$ cat config.mk
export PLATFORM = sky130hd
export DESIGN_NAME = goertzel_ctrl_flat
export DESIGN_NICKNAME = d
export VERILOG_FILES = /design/src/rtl/goertzel_ctrl_pkg.sv /design/src/rtl/goertzel_ctrl_if.sv /design/src/rtl/goertzel_chan_seq.sv /design/src/rtl/goertzel_ctrl.sv /design/src/flat_wrapper.sv
export SDC_FILE = /design/constraint.sdc
export NUM_CORES = 1
export LEC_CHECK = 0
export CORE_MARGIN = 2
export CORE_UTILIZATION = 39
export DETAILED_ROUTE_END_ITERATION = 8
export PLACE_DENSITY = 0.6
export SYNTH_ARGS = -nofsm -noshare
export SYNTH_HDL_FRONTEND = slang
export SYNTH_SLANG_ARGS = --single-unit
$ cat constraint.sdc
create_clock -name clk -period 4.7 [get_ports clk]
set_input_delay 0.47 -clock clk [delete_from_list [all_inputs] [get_ports clk]]
set_output_delay 0.47 -clock clk [all_outputs]
set_load 0.03 [all_outputs]
$ cat src/rtl/goertzel_ctrl_pkg.sv
// Shared definitions for the Goertzel sequencing controller: state codes,
// STATUS register bit positions and default sizing.
package goertzel_ctrl_pkg;

  localparam int NF_DEFAULT = 12;
  localparam int CW_DEFAULT = 16;

  // FSM state codes; kept as plain constants so legacy register maps can
  // decode the state field directly.
  typedef logic [2:0] state_t;

  localparam state_t ST_IDLE  = 3'd0;
  localparam state_t ST_COEF  = 3'd1;
  localparam state_t ST_WAIT  = 3'd2;
  localparam state_t ST_SWEEP = 3'd3;
  localparam state_t ST_FIN   = 3'd4;
  localparam state_t ST_DONE  = 3'd5;

  // STATUS register bit positions
  localparam int STAT_CORDIC = 0;
  localparam int STAT_HERZEL = 1;
  localparam int STAT_OVF    = 2;
  localparam int STAT_BUSY   = 3;
  localparam int STAT_W      = 4;

  function automatic logic is_busy(input state_t s);
    return (s == ST_COEF) || (s == ST_WAIT) || (s == ST_SWEEP) || (s == ST_FIN);
  endfunction

endpackage

$ cat src/rtl/goertzel_ctrl_if.sv
// Bundle of the controller's command, handshake, MAC-issue and status
// signals. The controller takes the master side; the register file,
// CORDIC, MAC and magnitude blocks sit on the slave side.
interface goertzel_ctrl_if
  import goertzel_ctrl_pkg::*;
#(
  parameter int NF  = NF_DEFAULT,
  parameter int CW  = CW_DEFAULT,
  parameter int CHW = $clog2(NF)
);

  logic           start;
  logic           abort;
  logic [CW-1:0]  cfg_num_samp;
  logic           samp_valid;

  logic           cor_req;
  logic [CHW-1:0] cor_ch;
  logic           cor_ack;

  logic           mac_en;
  logic [CHW-1:0] mac_ch;
  logic           mac_first;
  logic           mac_last;

  logic           fin_req;
  logic [CHW-1:0] fin_ch;
  logic           fin_ack;

  logic           busy;
  logic           coef_done;
  logic           all_valid;
  logic           samp_ovf;

  modport master (
    input  start, abort, cfg_num_samp, samp_valid, cor_ack, fin_ack,
    output cor_req, cor_ch, mac_en, mac_ch, mac_first, mac_last,
           fin_req, fin_ch, busy, coef_done, all_valid, samp_ovf
  );

  modport slave (
    output start, abort, cfg_num_samp, samp_valid, cor_ack, fin_ack,
    input  cor_req, cor_ch, mac_en, mac_ch, mac_first, mac_last,
           fin_req, fin_ch, busy, coef_done, all_valid, samp_ovf
  );

endinterface

$ cat src/rtl/goertzel_chan_seq.sv
// Request/acknowledge stepper over channels 0..NF-1. A go pulse raises req
// on channel 0; each accepted ack moves to the next channel, and the ack of
// the last channel drops req and produces a one-cycle done.
module goertzel_chan_seq
  import goertzel_ctrl_pkg::*;
#(
  parameter int NF  = NF_DEFAULT,
  parameter int CHW = $clog2(NF)
) (
  input  logic           clk,
  input  logic           rst,
  input  logic           clr,
  input  logic           go,
  input  logic           ack,
  output logic           req,
  output logic [CHW-1:0] ch,
  output logic           done
);

  localparam logic [CHW-1:0] LAST_CH = CHW'(NF - 1);

  logic is_last;

  assign is_last = (ch == LAST_CH);
  // done is combinational so the parent FSM leaves its state on the same
  // edge that req drops
  assign done    = req & ack & is_last;

  // req/ch stepper; ch only moves on an accepted handshake, so it stays
  // stable however long the ack is withheld
  always_ff @(posedge clk) begin
    if (rst || clr) begin
      req <= 1'b0;
      ch  <= '0;
    end else if (go) begin
      req <= 1'b1;
      ch  <= '0;
    end else if (req && ack) begin
      if (is_last) begin
        req <= 1'b0;
        ch  <= '0;
      end else begin
        ch  <= ch + 1'b1;
      end
    end
  end

endmodule

$ cat src/rtl/goertzel_ctrl.sv
// Goertzel run sequencer: loads CORDIC coefficients for every channel,
// issues one MAC sweep over all channels per accepted sample, then
// requests the final magnitude of every channel.
//
//   state | meaning
//   IDLE  | no run; waiting for start
//   COEF  | stepping cor_req over channels 0..NF-1
//   WAIT  | coefficients loaded; waiting for the next sample
//   SWEEP | issuing mac_en for channels 0..NF-1 on consecutive cycles
//   FIN   | stepping fin_req over channels 0..NF-1
//   DONE  | results valid; a new start relaunches
module goertzel_ctrl
  import goertzel_ctrl_pkg::*;
#(
  parameter int NF  = NF_DEFAULT,
  parameter int CW  = CW_DEFAULT,
  parameter int CHW = $clog2(NF)
) (
  input  logic           clk,
  input  logic           rst,
  goertzel_ctrl_if.master bus
);

  localparam logic [CHW-1:0] LAST_CH = CHW'(NF - 1);

  state_t            state;
  logic [CW-1:0]     samp_n;
  logic [CW-1:0]     samp_cnt;
  logic [CW-1:0]     cnt_inc;
  logic              last_samp;
  logic              run_ok;
  logic              sweep_end;
  logic              coef_go;
  logic              fin_go;
  logic              cor_done;
  logic              fin_done;

  logic              mac_en_q;
  logic [CHW-1:0]    mac_ch_q;
  logic              mac_first_q;
  logic              mac_last_q;

  logic              coef_done_q;
  logic              all_valid_q;
  logic              samp_ovf_q;
  logic [STAT_W-1:0] status;

  assign cnt_inc   = samp_cnt + CW'(1);
  // the run ends when the count reaches N, so N itself never wraps the counter
  assign last_samp = (cnt_inc == samp_n);
  assign run_ok    = bus.start & ~bus.abort & ((state == ST_IDLE) | (state == ST_DONE));
  assign sweep_end = (state == ST_SWEEP) & (mac_ch_q == LAST_CH);
  assign coef_go   = run_ok;
  assign fin_go    = sweep_end & last_samp & ~bus.abort;

  goertzel_chan_seq #(.NF(NF), .CHW(CHW)) u_coef_seq (
    .clk  (clk),
    .rst  (rst),
    .clr  (bus.abort),
    .go   (coef_go),
    .ack  (bus.cor_ack),
    .req  (bus.cor_req),
    .ch   (bus.cor_ch),
    .done (cor_done)
  );

  goertzel_chan_seq #(.NF(NF), .CHW(CHW)) u_fin_seq (
    .clk  (clk),
    .rst  (rst),
    .clr  (bus.abort),
    .go   (fin_go),
    .ack  (bus.fin_ack),
    .req  (bus.fin_req),
    .ch   (bus.fin_ch),
    .done (fin_done)
  );

  // run FSM, sample counter, registered MAC issue and sticky status
  always_ff @(posedge clk) begin
    if (rst) begin
      state       <= ST_IDLE;
      samp_n      <= '0;
      samp_cnt    <= '0;
      mac_en_q    <= 1'b0;
      mac_ch_q    <= '0;
      mac_first_q <= 1'b0;
      mac_last_q  <= 1'b0;
      coef_done_q <= 1'b0;
      all_valid_q <= 1'b0;
      samp_ovf_q  <= 1'b0;
    end else if (bus.abort) begin
      state       <= ST_IDLE;
      samp_cnt    <= '0;
      mac_en_q    <= 1'b0;
      mac_ch_q    <= '0;
      mac_first_q <= 1'b0;
      mac_last_q  <= 1'b0;
      coef_done_q <= 1'b0;
      all_valid_q <= 1'b0;
      samp_ovf_q  <= 1'b0;
    end else begin
      case (state)
        ST_IDLE, ST_DONE: begin
          if (run_ok) begin
            state       <= ST_COEF;
            // zero samples would never finish; run a single sweep instead
            samp_n      <= (bus.cfg_num_samp == '0) ? CW'(1) : bus.cfg_num_samp;
            samp_cnt    <= '0;
            coef_done_q <= 1'b0;
            all_valid_q <= 1'b0;
            samp_ovf_q  <= 1'b0;
          end
        end
        ST_COEF: begin
          if (cor_done) begin
            state       <= ST_WAIT;
            coef_done_q <= 1'b1;
          end
        end
        ST_WAIT: begin
          if (bus.samp_valid) begin
            state       <= ST_SWEEP;
            mac_en_q    <= 1'b1;
            mac_ch_q    <= '0;
            mac_first_q <= (samp_cnt == '0);
            mac_last_q  <= last_samp;
          end
        end
        ST_SWEEP: begin
          // the MAC is shared, so a sample arriving mid-sweep cannot be served
          if (bus.samp_valid) begin
            samp_ovf_q <= 1'b1;
          end
          if (sweep_end) begin
            mac_en_q    <= 1'b0;
            mac_ch_q    <= '0;
            mac_first_q <= 1'b0;
            mac_last_q  <= 1'b0;
            samp_cnt    <= cnt_inc;
            state       <= last_samp ? ST_FIN : ST_WAIT;
          end else begin
            mac_ch_q    <= mac_ch_q + 1'b1;
          end
        end
        ST_FIN: begin
          if (fin_done) begin
            state       <= ST_DONE;
            all_valid_q <= 1'b1;
          end
        end
        default: begin
          state <= ST_IDLE;
        end
      endcase
    end
  end

  assign status[STAT_CORDIC] = coef_done_q;
  assign status[STAT_HERZEL] = all_valid_q;
  assign status[STAT_OVF]    = samp_ovf_q;
  assign status[STAT_BUSY]   = is_busy(state);

  assign bus.coef_done = status[STAT_CORDIC];
  assign bus.all_valid = status[STAT_HERZEL];
  assign bus.samp_ovf  = status[STAT_OVF];
  assign bus.busy      = status[STAT_BUSY];

  assign bus.mac_en    = mac_en_q;
  assign bus.mac_ch    = mac_ch_q;
  assign bus.mac_first = mac_first_q;
  assign bus.mac_last  = mac_last_q;

endmodule

$ cat src/flat_wrapper.sv
// flat-port wrapper written by rule: the top's interface ports become plain ports
module goertzel_ctrl_flat import goertzel_ctrl_pkg::*;
#(
  parameter int NF  = NF_DEFAULT,
  parameter int CW  = CW_DEFAULT,
  parameter int CHW = $clog2(NF)
)
  (clk, rst, bus_start, bus_abort, bus_cfg_num_samp, bus_samp_valid, bus_cor_ack, bus_fin_ack, bus_cor_req, bus_cor_ch, bus_mac_en, bus_mac_ch, bus_mac_first, bus_mac_last, bus_fin_req, bus_fin_ch, bus_busy, bus_coef_done, bus_all_valid, bus_samp_ovf);
  goertzel_ctrl_if #(.NF(NF), .CW(CW), .CHW(CHW)) bus_i ();
  input  logic clk;
  input  logic rst;
  input wire logic [$bits(bus_i.start)-1:0] bus_start;
  input wire logic [$bits(bus_i.abort)-1:0] bus_abort;
  input wire logic [$bits(bus_i.cfg_num_samp)-1:0] bus_cfg_num_samp;
  input wire logic [$bits(bus_i.samp_valid)-1:0] bus_samp_valid;
  input wire logic [$bits(bus_i.cor_ack)-1:0] bus_cor_ack;
  input wire logic [$bits(bus_i.fin_ack)-1:0] bus_fin_ack;
  output wire logic [$bits(bus_i.cor_req)-1:0] bus_cor_req;
  output wire logic [$bits(bus_i.cor_ch)-1:0] bus_cor_ch;
  output wire logic [$bits(bus_i.mac_en)-1:0] bus_mac_en;
  output wire logic [$bits(bus_i.mac_ch)-1:0] bus_mac_ch;
  output wire logic [$bits(bus_i.mac_first)-1:0] bus_mac_first;
  output wire logic [$bits(bus_i.mac_last)-1:0] bus_mac_last;
  output wire logic [$bits(bus_i.fin_req)-1:0] bus_fin_req;
  output wire logic [$bits(bus_i.fin_ch)-1:0] bus_fin_ch;
  output wire logic [$bits(bus_i.busy)-1:0] bus_busy;
  output wire logic [$bits(bus_i.coef_done)-1:0] bus_coef_done;
  output wire logic [$bits(bus_i.all_valid)-1:0] bus_all_valid;
  output wire logic [$bits(bus_i.samp_ovf)-1:0] bus_samp_ovf;
  assign bus_i.start = bus_start;
  assign bus_i.abort = bus_abort;
  assign bus_i.cfg_num_samp = bus_cfg_num_samp;
  assign bus_i.samp_valid = bus_samp_valid;
  assign bus_i.cor_ack = bus_cor_ack;
  assign bus_i.fin_ack = bus_fin_ack;
  assign bus_cor_req = bus_i.cor_req;
  assign bus_cor_ch = bus_i.cor_ch;
  assign bus_mac_en = bus_i.mac_en;
  assign bus_mac_ch = bus_i.mac_ch;
  assign bus_mac_first = bus_i.mac_first;
  assign bus_mac_last = bus_i.mac_last;
  assign bus_fin_req = bus_i.fin_req;
  assign bus_fin_ch = bus_i.fin_ch;
  assign bus_busy = bus_i.busy;
  assign bus_coef_done = bus_i.coef_done;
  assign bus_all_valid = bus_i.all_valid;
  assign bus_samp_ovf = bus_i.samp_ovf;
  goertzel_ctrl #(.NF(NF), .CW(CW), .CHW(CHW)) u_core (.clk(clk), .rst(rst), .bus(bus_i));
endmodule
==> run metrics <==
status complete, no violations; Setup crit end kind flip-flop; met2 Use GR 0.278; worst skew pair latency 310 ps; Starting DRT DRC Count 117; share of power burned in combinational logic 0.108; fmax 354 MHz; fin util 0.474; Sw Ratio 0.237; TritonRoute pass-1 iters 4; layout cells sized above 1 0.0685; DP Wirelength 5350 µm; hold_ws 493 ps; Synth warnings 0; total power 0.891 mW; Max Slew Vio Count 0; via count 2694; gr busiest metal met2; Hold Path Class reg2reg; Post-Syn Nets 394; post-DR wirelength/cell 14.5 µm; # Max-Cap Violations 0; Setup crit start kind flip-flop; met1 Resource Use GR 0.229; # nets final around 420; first-pass GRT wire length 11800 µm; Arr. time, crit path 3040 ps; DRT Wirelength 7200 µm; Die H 93.1 µm; via/cell ratio between 5 and 6; Final Cycle Share 0.601; Cell Rows 32; postcts setup bufs 0; largest net degree at the start of global routing 21; clock skew 13.1 ps; number of global-route vias before repair 2485; H-tree depth 2; io pins 44; DIE WIDTH 93.1 µm; crit-path max FO 8; r2r worst-path depth 7; Post-Synthesis Cells about 370; clk sinks 55; CTS Buf Count 5; Total GRT Usage 0.170; Post-synth EDFFs 0; GP Congestion about 0.90; number of synthesized register bits 55; clk buf depth 2; PD cells about 240 mW/mm²; die area 0.00866 mm²; fraction of registers with async set/reset 0; RSZ-0062 raised after global routing no; sequential share of the synthesized area 0.356; setup TNS 0 ps; NetSw 0.211 mW; sequential share of power 0.543; Worst R2R Setup Slack around 1900 ps; leakage power 1.29 nW; Slew HR 0.304; Worst VDD drop 0.000147 V; Worst Tran Pin Value 1040 ps; CTS root buffer clkbuf_8; GRT met3 Usage 0.0258; Syn Std Cell Area between 0.003 and 0.004 mm²; WHS Path Cells 2; Worst Path Required just under 5000 ps; Clock power frac 0.350; minimum clock period 2820 ps; CORE AREA ~0.0077 mm²; grt ovf 0; area growth from synthesis to layout 17.8%; clk slew on worst S/H paths ~110 ps; Unique masters post-synth 60; IO buf count between 40 and 50; initial antenna violation count 0; worst setup path class reg2reg; Setup Viol. Count Final 0; Pint 0.679 mW; initial core utilization 0.402; DRT antenna net count 0; hold_buf cts 0; # diodes 0; Avg Cell Area, Syn 8.45 µm²; cells resized by post-CTS repair 0; TritonCTS clock tree yes; Hold Vio Cnt, Final 0; DRC 0; Post-synth top flop dfxtp_1
sequential cells by signal, summed over array words and instances (netlist names):
name	cells
u_core.bus.mac_en	1
u_core.u_coef_seq.ch	4
u_core.samp_n	16
u_core.u_coef_seq.req	1
u_core.u_fin_seq.ch	4
u_core.bus.mac_ch	4
u_core.bus.mac_last	1
u_core.u_fin_seq.req	1
u_core.bus.samp_ovf	1
u_core.bus.mac_first	1
u_core.state	3
u_core.samp_cnt	16
u_core.bus.coef_done	1
u_core.bus.all_valid	1
power by group through the flow:
stage	Combinational, mW	Clock (mW)	Sequential [mW]
after floorplan	0.0581	0	0.493
after global placement	0.0947	0	0.494
after detailed placement	0.0962	0	0.494
after CTS	0.0966	0.317	0.484
after global routing	0.105	0.335	0.485
final	0.0959	0.311	0.483
layout make-up:
class,instances,area [µm²]
fill,775,4040
multi-input combinational,283,1850
sequential,55,1100
timing repair buffer,44,438
tap,102,128
clock buffer,5,68.8
clock inverter,2,37.5
inverter,5,18.8
critical path, stage by stage, from the launching register on:
cell and delay, ps:
dfxtp_1 520, ha_1 290, nand3_2 180, nor4_1 390, xnor2_1 250, or4b_1 500
or4_4 450, and3_1 160
final timing paths:
kind                                          endpoint            startpoint
worst max-delay path            u_core.u_fin_seq.ch[3]    u_core.samp_cnt[0]
worst min-delay path              u_core.bus.mac_first  u_core.bus.mac_first
worst max register to register  u_core.u_fin_seq.ch[3]    u_core.samp_cnt[0]
worst min register to register    u_core.bus.mac_first  u_core.bus.mac_first
synth_stat cells (4+ instances only):
cell	count	area [µm²]
nor4_1	9	56.3
nand4_1	8	50.1
clkbuf_1	11	41.3
nand2_1	21	78.8
dfxtp_1	55	1100
a21oi_1	25	125
ha_1	5	62.6
mux2i_1	17	170
inv_1	5	18.8
o21ai_0	13	65.1
xor2_1	11	96.3
nor3_1	12	60.1
and3_1	4	25.0
xnor2_1	23	201
buf_2	5	25.0
a31oi_1	4	25.0
nor2_1	53	199
nand3_1	13	65.1
a211oi_1	5	37.5
nor3b_1	5	37.5
cell families (layout without fill, tap and decap cells):
kind of cell	Yosys count	after routing	share of synthesized area
multiplexers	18	18	0.0587
AO/OA/AOI/OAI	63	63	0.123
XOR/XNOR	35	35	0.105
buffers and inverters	28	56	0.0449
flip-flops	55	55	0.356
AND/OR/NAND/NOR	162	162	0.292
adder cells (fa/ha/maj)	5	5	0.0202
cell usage in the layout, fill, tap and decap left out, types with 8 or more instances in the layout:
cell / netlist / routed
xnor2_1: 23 / 23
clkdlybuf4s50_1: 0 / 43
a21oi_1: 25 / 25
nand2_1: 21 / 21
mux2i_1: 17 / 17
o21ai_0: 13 / 13
nand3_1: 13 / 13
nor3_1: 12 / 12
nor2_1: 53 / 53
xor2_1: 11 / 11
nor4_1: 9 / 9
nand4_1: 8 / 8
dfxtp_1: 55 / 55
per-stage QoR:
step | std cells | area [µm²] | setup slack (ps)
after floorplan | 366 | 3090 | 2190
after global placement | 489 | 3540 | 1860
after detailed placement | 489 | 3540 | 1740
after CTS | 496 | 3640 | 1870
after global routing | 496 | 3640 | 1720
final | 496 | 3640 | 1880
routing by layer:
metal | vias to the layer above | wire (µm)
met3 | 6 | 347
li1 | 1356 | -
met1 | 1252 | 3560
met5 | - | 0
met4 | 0 | 95
met2 | 80 | 3200
(Power assumes the default switching activity.)
